==> config.mk <==
export PLATFORM = sky130hd
export DESIGN_NAME = fifo_sync_param_flat
export DESIGN_NICKNAME = d
export VERILOG_FILES = /design/src/rtl/fifo_sync_param_if.sv /design/src/rtl/fifo_sync_param.sv /design/src/flat_wrapper.sv
export SDC_FILE = /design/constraint.sdc
export NUM_CORES = 1
export LEC_CHECK = 0
export ABC_CLOCK_PERIOD_IN_PS = 2890
export CAP_MARGIN = 20
export CORE_MARGIN = 2
export CORE_UTILIZATION = 35
export DETAILED_ROUTE_END_ITERATION = 10
export GPL_TIMING_DRIVEN = 0
export PLACE_DENSITY = 0.51
export SYNTH_ARGS = -nofsm -noshare
export SYNTH_HDL_FRONTEND = slang
export SYNTH_SLANG_ARGS = --single-unit
==> constraint.sdc <==
create_clock -name clk -period 2.89 [get_ports clk]
set_input_delay 0.7225 -clock clk [delete_from_list [all_inputs] [get_ports clk]]
set_output_delay 0.7225 -clock clk [all_outputs]
set_load 0.005 [all_outputs]
==> src/rtl/fifo_sync_param_if.sv <==
// Handshake/status bundle between a producer/consumer and fifo_sync_param.
interface fifo_sync_param_if #(
  parameter int unsigned DATA_W = 8,
  parameter int unsigned DEPTH  = 8
);
  localparam int unsigned CW = $clog2(DEPTH) + 1;

  logic              enable;
  logic              write;
  logic [DATA_W-1:0] data_in;
  logic              read;
  logic              err_clr;
  logic [DATA_W-1:0] data_out;
  logic              rd_valid;
  logic [CW-1:0]     count;
  logic              empty;
  logic              full;
  logic              almost_empty;
  logic              almost_full;
  logic              overflow;
  logic              underflow;

  // Requester side: drives requests, observes data and status.
  modport master (
    output enable, write, data_in, read, err_clr,
    input  data_out, rd_valid, count, empty, full,
           almost_empty, almost_full, overflow, underflow
  );

  // FIFO side: consumes requests, produces data and status.
  modport slave (
    input  enable, write, data_in, read, err_clr,
    output data_out, rd_valid, count, empty, full,
           almost_empty, almost_full, overflow, underflow
  );
endinterface

==> src/rtl/fifo_sync_param.sv <==
// Parametrised single-clock FIFO with occupancy count, almost flags,
// read-valid strobe and sticky overflow/underflow flags.
module fifo_sync_param #(
  parameter int unsigned DATA_W   = 8,
  parameter int unsigned DEPTH    = 8,
  parameter int unsigned AF_LEVEL = 6,
  parameter int unsigned AE_LEVEL = 2
) (
  input  logic           clk,
  input  logic           rst,
  fifo_sync_param_if.slave bus
);
  localparam int unsigned AW = $clog2(DEPTH);
  localparam int unsigned CW = AW + 1;

  logic [DATA_W-1:0] mem [DEPTH];

  logic [AW-1:0]     wr_ptr, wr_ptr_nxt;
  logic [AW-1:0]     rd_ptr, rd_ptr_nxt;
  logic [CW-1:0]     count_q, count_nxt;
  logic [DATA_W-1:0] data_out_q, data_out_nxt;
  logic              rd_valid_q, rd_valid_nxt;
  logic              overflow_q, overflow_nxt;
  logic              underflow_q, underflow_nxt;
  logic              empty_c, full_c;
  logic              rd_acc, wr_acc;

  // Status decodes of the registered occupancy.
  assign empty_c = (count_q == CW'(0));
  assign full_c  = (count_q == CW'(DEPTH));

  // Accept decisions and next-state computation from pre-edge state.
  always_comb begin
    wr_ptr_nxt    = wr_ptr;
    rd_ptr_nxt    = rd_ptr;
    count_nxt     = count_q;
    data_out_nxt  = data_out_q;
    rd_valid_nxt  = 1'b0;
    overflow_nxt  = overflow_q;
    underflow_nxt = underflow_q;
    rd_acc        = 1'b0;
    wr_acc        = 1'b0;

    if (bus.enable) begin
      rd_acc = bus.read & ~empty_c;
      // A full FIFO still accepts a write when a read frees a slot this cycle.
      wr_acc = bus.write & (~full_c | rd_acc);

      if (rd_acc) begin
        data_out_nxt = mem[rd_ptr];
        rd_ptr_nxt   = rd_ptr + AW'(1);
        rd_valid_nxt = 1'b1;
      end
      if (wr_acc) begin
        wr_ptr_nxt = wr_ptr + AW'(1);
      end

      unique case ({wr_acc, rd_acc})
        2'b10:   count_nxt = count_q + CW'(1);
        2'b01:   count_nxt = count_q - CW'(1);
        default: count_nxt = count_q;
      endcase

      // Clear first so an error in the same cycle wins.
      if (bus.err_clr) begin
        overflow_nxt  = 1'b0;
        underflow_nxt = 1'b0;
      end
      if (bus.write & ~wr_acc) overflow_nxt  = 1'b1;
      if (bus.read  & ~rd_acc) underflow_nxt = 1'b1;
    end
  end

  // Control and output state registers with synchronous reset.
  always_ff @(posedge clk) begin
    if (rst) begin
      wr_ptr      <= '0;
      rd_ptr      <= '0;
      count_q     <= '0;
      data_out_q  <= '0;
      rd_valid_q  <= 1'b0;
      overflow_q  <= 1'b0;
      underflow_q <= 1'b0;
    end else begin
      wr_ptr      <= wr_ptr_nxt;
      rd_ptr      <= rd_ptr_nxt;
      count_q     <= count_nxt;
      data_out_q  <= data_out_nxt;
      rd_valid_q  <= rd_valid_nxt;
      overflow_q  <= overflow_nxt;
      underflow_q <= underflow_nxt;
    end
  end

  // Storage array; not reset, written only on an accepted write.
  always_ff @(posedge clk) begin
    if (!rst && wr_acc) begin
      mem[wr_ptr] <= bus.data_in;
    end
  end

  assign bus.data_out     = data_out_q;
  assign bus.rd_valid     = rd_valid_q;
  assign bus.count        = count_q;
  assign bus.empty        = empty_c;
  assign bus.full         = full_c;
  assign bus.almost_empty = (count_q <= CW'(AE_LEVEL));
  assign bus.almost_full  = (count_q >= CW'(AF_LEVEL));
  assign bus.overflow     = overflow_q;
  assign bus.underflow    = underflow_q;
endmodule

==> src/flat_wrapper.sv <==
// flat-port wrapper written by rule: the top's interface ports become plain ports
module fifo_sync_param_flat 
#(
  parameter int unsigned DATA_W   = 8,
  parameter int unsigned DEPTH    = 8,
  parameter int unsigned AF_LEVEL = 6,
  parameter int unsigned AE_LEVEL = 2
)
  (clk, rst, bus_enable, bus_write, bus_data_in, bus_read, bus_err_clr, bus_data_out, bus_rd_valid, bus_count, bus_empty, bus_full, bus_almost_empty, bus_almost_full, bus_overflow, bus_underflow);
  fifo_sync_param_if #(.DATA_W(DATA_W), .DEPTH(DEPTH)) bus_i ();
  input  logic clk;
  input  logic rst;
  input wire logic [$bits(bus_i.enable)-1:0] bus_enable;
  input wire logic [$bits(bus_i.write)-1:0] bus_write;
  input wire logic [$bits(bus_i.data_in)-1:0] bus_data_in;
  input wire logic [$bits(bus_i.read)-1:0] bus_read;
  input wire logic [$bits(bus_i.err_clr)-1:0] bus_err_clr;
  output wire logic [$bits(bus_i.data_out)-1:0] bus_data_out;
  output wire logic [$bits(bus_i.rd_valid)-1:0] bus_rd_valid;
  output wire logic [$bits(bus_i.count)-1:0] bus_count;
  output wire logic [$bits(bus_i.empty)-1:0] bus_empty;
  output wire logic [$bits(bus_i.full)-1:0] bus_full;
  output wire logic [$bits(bus_i.almost_empty)-1:0] bus_almost_empty;
  output wire logic [$bits(bus_i.almost_full)-1:0] bus_almost_full;
  output wire logic [$bits(bus_i.overflow)-1:0] bus_overflow;
  output wire logic [$bits(bus_i.underflow)-1:0] bus_underflow;
  assign bus_i.enable = bus_enable;
  assign bus_i.write = bus_write;
  assign bus_i.data_in = bus_data_in;
  assign bus_i.read = bus_read;
  assign bus_i.err_clr = bus_err_clr;
  assign bus_data_out = bus_i.data_out;
  assign bus_rd_valid = bus_i.rd_valid;
  assign bus_count = bus_i.count;
  assign bus_empty = bus_i.empty;
  assign bus_full = bus_i.full;
  assign bus_almost_empty = bus_i.almost_empty;
  assign bus_almost_full = bus_i.almost_full;
  assign bus_overflow = bus_i.overflow;
  assign bus_underflow = bus_i.underflow;
  fifo_sync_param #(.DATA_W(DATA_W), .DEPTH(DEPTH), .AF_LEVEL(AF_LEVEL), .AE_LEVEL(AE_LEVEL)) u_core (.clk(clk), .rst(rst), .bus(bus_i));
endmodule
Word level (Yosys, flattened, before mapping)
Memories as Yosys holds them, arrays and structs flattened. A register that Yosys moved wholly into a read port is not among the register bits.
Index checks and enable logic that the tools add are counted.
{"block": "totals", "ff_bits": 13, "ramBits": 64, "out_inout_bits": 19, "elab_cells": 46, "n_memories": 1}
{"memory": "u_core.mem", "depth": 8, "width": 8, "read_ports": 1, "rd_ports_with_merged_regs": 1, "wr": 1, "line": "fifo_sync_param.sv:16", "rtl": "logic [DATA_W-1:0] mem [DEPTH];"}
{"block": "op_classes", "add_sub_neg": 4, "order_cmp": 2, "eq_ne": 3, "mux": 8, "bitwise": 10, "reduce_logical": 12}
{"cell": "AND reduction 2 bit", "count": 5}
{"cell": "case mux 4 bit (2 select lines)", "count": 1}
{"cell": "2-to-1 mux 1 bit", "count": 7}
{"cell": "adder 3 x 1 -> 3 bit, second input constant", "count": 2}
{"cell": "nonzero test 2 bit", "count": 3}
{"cell": "inverter 1 bit", "count": 5}
{"cell": "adder 4 x 1 -> 4 bit, second input constant", "count": 1}
{"cell": "bitwise AND 1 bit", "count": 4}
{"cell": "equality test 4 bit, second input constant", "count": 1}
{"cell": ">= comparator 4 x 3 -> 1 bit, second input constant", "count": 1}
{"cell": "less-or-equal comparator 4 x 2 -> 1 bit, second input constant", "count": 1}
{"cell": "zero test 4 bit", "count": 1}
{"cell": "subtractor 4 x 1 -> 4 bit, second input constant", "count": 1}
{"cell": "equality test 2 x 1 -> 1 bit, second input constant", "count": 1}
{"cell": "equality test 2 bit, second input constant", "count": 1}
{"cell": "OR reduction 2 bit", "count": 1}
{"cell": "logical AND 1 bit", "count": 1}
{"cell": "zero test 1 bit", "count": 1}
{"cell": "bitwise OR 1 bit", "count": 1}

Logic depth before layout (Yosys ltp)
Gate-level depths: netlist of the first run.
{"block": "logic_depth", "depth_word": 9, "ltp_mapped": 8}

Least setup slack after synthesis of the first run
No wires, ideal clock.
{"block": "synth_path", "path_type": "input to register", "start": "input port bus_read", "end": "memory u_core.mem[1][0], enable pin", "setup_ns": 0.395, "arrival_time_ns": 2.145, "t_required_ns": 2.495, "setup_slack_ns": 0.350, "cell_stages": 4, "n_path_buf": 0, "path_cell_list": "inv_1 -> a31oi_1 -> nand2_1 -> nor4_1"}
{"block": "synth_via", "elab_chain_cells": 7}
{"item": "start, declared", "line": "flat_wrapper.sv:16", "rtl": "input wire logic [$bits(bus_i.read)-1:0] bus_read;"}
{"item": "bitwise AND 1 bit", "line": "fifo_sync_param.sv:45", "rtl": "rd_acc = bus.read & ~empty_c;"}
{"item": "bitwise OR 1 bit", "line": "fifo_sync_param.sv:47", "rtl": "wr_acc = bus.write & (~full_c | rd_acc);"}
{"item": "bitwise AND 1 bit", "line": "fifo_sync_param.sv:47"}
{"item": "2-to-1 mux 1 bit", "line": "fifo_sync_param.sv:44", "rtl": "if (bus.enable) begin"}
{"item": "logical AND 1 bit", "line": "fifo_sync_param.sv:97", "rtl": "if (!rst && wr_acc) begin"}
{"item": "2-to-1 mux 1 bit", "line": "fifo_sync_param.sv:97"}
{"item": "2-to-1 mux 1 bit (implied by the code)", "line": "fifo_sync_param.sv:98", "rtl": "mem[wr_ptr] <= bus.data_in;"}
{"item": "end, declared", "line": "fifo_sync_param.sv:16"}
No other way between the ends.

Worst setup path in the final report of the first run
{"block": "layout_path", "start": "input port bus_enable", "end": "memory u_core.mem[6][5], enable pin"}
{"block": "layout_via", "elab_chain_cells": 4}
{"item": "start, declared", "line": "flat_wrapper.sv:13", "rtl": "input wire logic [$bits(bus_i.enable)-1:0] bus_enable;"}
{"item": "2-to-1 mux 1 bit", "line": "fifo_sync_param.sv:44"}
{"item": "logical AND 1 bit", "line": "fifo_sync_param.sv:97"}
{"item": "2-to-1 mux 1 bit", "line": "fifo_sync_param.sv:97"}
{"item": "2-to-1 mux 1 bit (implied by the code)", "line": "fifo_sync_param.sv:98"}
No other way between the ends.

==> results by group, run 1 <==
Status
  – Outcome: finished, violations left
  – Failing checks: negative setup slack

Drt
  – ANT nets after route: 0
  – Drt drc: 0
  – Met2 WL post-DR: 2920 µm
  – Vias: 1810
  – Met3 routed WL: 251 µm
  – Drt first pass iters: 4
  – Wire per inst: 16.7 µm
  – Via-to-Cell Ratio: 4.71
  – Post-Route WL: 6410 µm
  – DRT iter0 DRCs: 73
  – Top sig layer: met4
  – WL met1: 3170 µm

GRT
  – Vias in the first global route: 1777
  – First-pass GRT wire length: 10100 µm
  – Initial antenna violation count: 0
  – Gr ovfl total: 0
  – Gr usage total: 0.136
  – Largest net degree at the start of global routing: 16

Placed design
  – Placement Setup Slack: -0.422 ns
  – DP HPWL: 4150 µm
  – Placed instance count: 368
  – GPL Wtd Cong: 0.696
  – Port-buffer cells: 31

Floorplan
  – Core area: 0.00933 mm²
  – FP Rows: 35
  – Starting Density: 0.363
  – I/O Pins: 33
  – Die X: 102 µm
  – Height of the die: 102 µm
  – Full die area: 0.0105 mm²

Clock network
  – CTS max path bufs: 2
  – CTS Hold Bufs: 0
  – Clock Sinks: 85
  – Root Buffer: clkbuf_8
  – CTS Buf Count: 9
  – CTS tree: done
  – Max H-tree Level: 3
  – Worst-skew pair later-pin latency: 0.35 ns
  – Cts repair resizes: 2
  – Post-CTS Setup Bufs: 0
  – CTS clock-pin slew for the worst setup and hold paths: 0.08 ns

Worst hold path
  – HP Class: reg2reg

Worst setup path
  – Buf/Inv on CP: 1
  – CP max-delay cell: nor2_1
  – Crit path DAT: 2.88 ns
  – Worst path required time: 2.86 ns
  – Cell family with most CP delay: simple AND/OR/NAND/NOR gates
  – CP peak stage delay: 0.80 ns
  – Crit path cell chain: clkdlybuf4s50_1, nand2_1, a31oi_1, nand2b_1, nor2_1
  – Crit Path Max Fanout: 8
  – Worst setup SP type: input port
  – WS Path Type: in2reg
  – CP endpoint kind: register

Timing
  – Final setup fails: 16
  – Max Clock Skew: 0.0126 ns
  – Worst rel slew slack: 0.337
  – Hold Vio Cnt, Final: 0
  – Final Critical Period: 2.91 ns
  – Final max-slew violation count: 0
  – Worst Max-Slew Pin Slew: 0.991 ns
  – Final Cycle Share: 1.01
  – Hold slack final: 0.495 ns
  – Unrepaired setup endpoints after global routing: true
  – Final WS setup: -0.0219 ns
  – Max Clk Rate: 0.343 GHz

Pwr
  – Clock power share: 0.315
  – Combinational Power Share: 0.117
  – Switching power: 588 µW
  – Sw frac: 0.245
  – Internal Power: 1810 µW
  – Leak: 0.00129 µW
  – Worst vdd ir: 0.259 mV
  – Seq pwr share: 0.568
  – Cell Pwr Density: 591 mW/mm²

Yosys
  – FFs w/ async S/R, synth: 0
  – Post-synth EDFFs: 64
  – Register bit count reported by yosys: 85
  – Syn Inst Count: 206
  – Synthesis Warnings: 0
  – Synth Net Count: 225
  – Mapped Area: 0.00338 mm²
  – Distinct cells, synth: 32
  – Mapped Avg Cell Area: 16.4 µm²
  – Register area share after synthesis: 0.692
  – Main synth FF type: edfxtp_1
  – Synth top area cells: edfxtp_1 (57%), dfxtp_1 (12%), mux4_2 (11%)
  – Yosys top cell by area: edfxtp_1
  – Yosys top cell area share: 0.568

Finish
  – Synth-to-Final Area Change: 20.0%
  – Post-route insts no fill: 384
  – Most common cell after layout, fill and taps aside: edfxtp_1
  – Layout cells sized above 1: 0.169
  – Util after Layout: 0.435
  – N_diodes: 0
  – NumNets Final: 269
  – Commonest cells after routing, fill and taps aside: edfxtp_1 (64), clkdlybuf4s50_1 (31), nor2_1 (25)

Flow run
  – MaxCap Viol Count: 0
registers in the layout, summed over array words and instances (netlist names):
name                  cells
u_core.bus.overflow       1
u_core.mem               64
u_core.bus.count          4
u_core.wr_ptr             3
u_core.rd_ptr             3
u_core.bus.rd_valid       1
u_core.bus.data_out       8
u_core.bus.underflow      1
worst reg2reg max path, stage by stage (launching register included):
cell	delay, ns
dfxtp_1	0.50
nor3_1	0.12
a31oi_1	0.48
nand2b_1	0.23
nor2_1	0.80
cell families after synthesis:
| group | after synthesis | share of synthesized area |
|---|---|---|
| DFF | 85 | 0.692 |
| AOI/OAI and AO/OA | 18 | 0.0410 |
| adders and majority gates | 5 | 0.0207 |
| buffers and inverters | 14 | 0.0166 |
| and+or+nand+nor | 49 | 0.0691 |
| muxes | 28 | 0.142 |
| xor gates and xnor gates | 7 | 0.0181 |
cell type report:
cell class / count / area [µm²]
inverters: 5 / 18.8
plain buffers: 9 / 37.5
well taps: 129 / 161
repair buffers: 33 / 325
clock inverters: 6 / 45.0
flip-flops and latches: 85 / 2340
clock buffers: 10 / 128
multi-input cells: 107 / 1000
fillers: 845 / 5270
cells in the mapped netlist, types with 4 or more instances:
master,count
a211oi_1,9
clkbuf_1,4
dfxtp_1,21
edfxtp_1,64
ha_1,4
inv_1,5
mux2i_1,11
mux4_2,16
nand2_1,9
nor2_1,27
xor2_1,4
power by group through the flow:
stage / clock network, µW / logic (µW) / registers (µW)
after floorplan: 0 / 163 / 1390
after global placement: 0 / 280 / 1390
after detailed placement: 0 / 286 / 1390
after CTS: 779 / 287 / 1360
after global routing: 827 / 317 / 1370
final: 756 / 281 / 1360
path summary, 6_finish.rpt:
| path | startpoint | endpoint | slack (ns) | cells past startpoint |
|---|---|---|---|---|
| worst max-delay path | bus_enable | u_core.mem[6][5] | -0.02 | 5 |
| worst min-delay path | u_core.bus.underflow | u_core.bus.underflow | 0.49 | 2 |
| worst min register to register | u_core.bus.underflow | u_core.bus.underflow | 0.49 | 2 |
| worst max register to register | u_core.bus.count[2] | u_core.mem[6][5] | 0.38 | 4 |
metrics by stage:
step | power (µW) | TNS (ns) | instance area [µm²]
floorplan | 1550 | 0 | 3380
global placement | 1670 | -40.28 | 3860
detailed placement | 1680 | -23.38 | 3880
CTS | 2430 | -1.07 | 4060
global route | 2510 | -6.25 | 4060
finish | 2400 | -0.219 | 4060
per-layer routing:
layer | track usage | vias to the layer above
met1 | 0.188 | 890
met4 | 0.0369 | 0
li1 | - | 874
met2 | 0.211 | 41
met5 | 0 | -
met3 | 0.0417 | 5
Note: power is estimated with default switching activity, not from simulation.
==> run 2, diff against run 1 <==
SKIP_LAST_GASP = 1   (was not set)
==> results of run 2 <==
The final DEF is identical to that of run 1; final timing and power are the same.
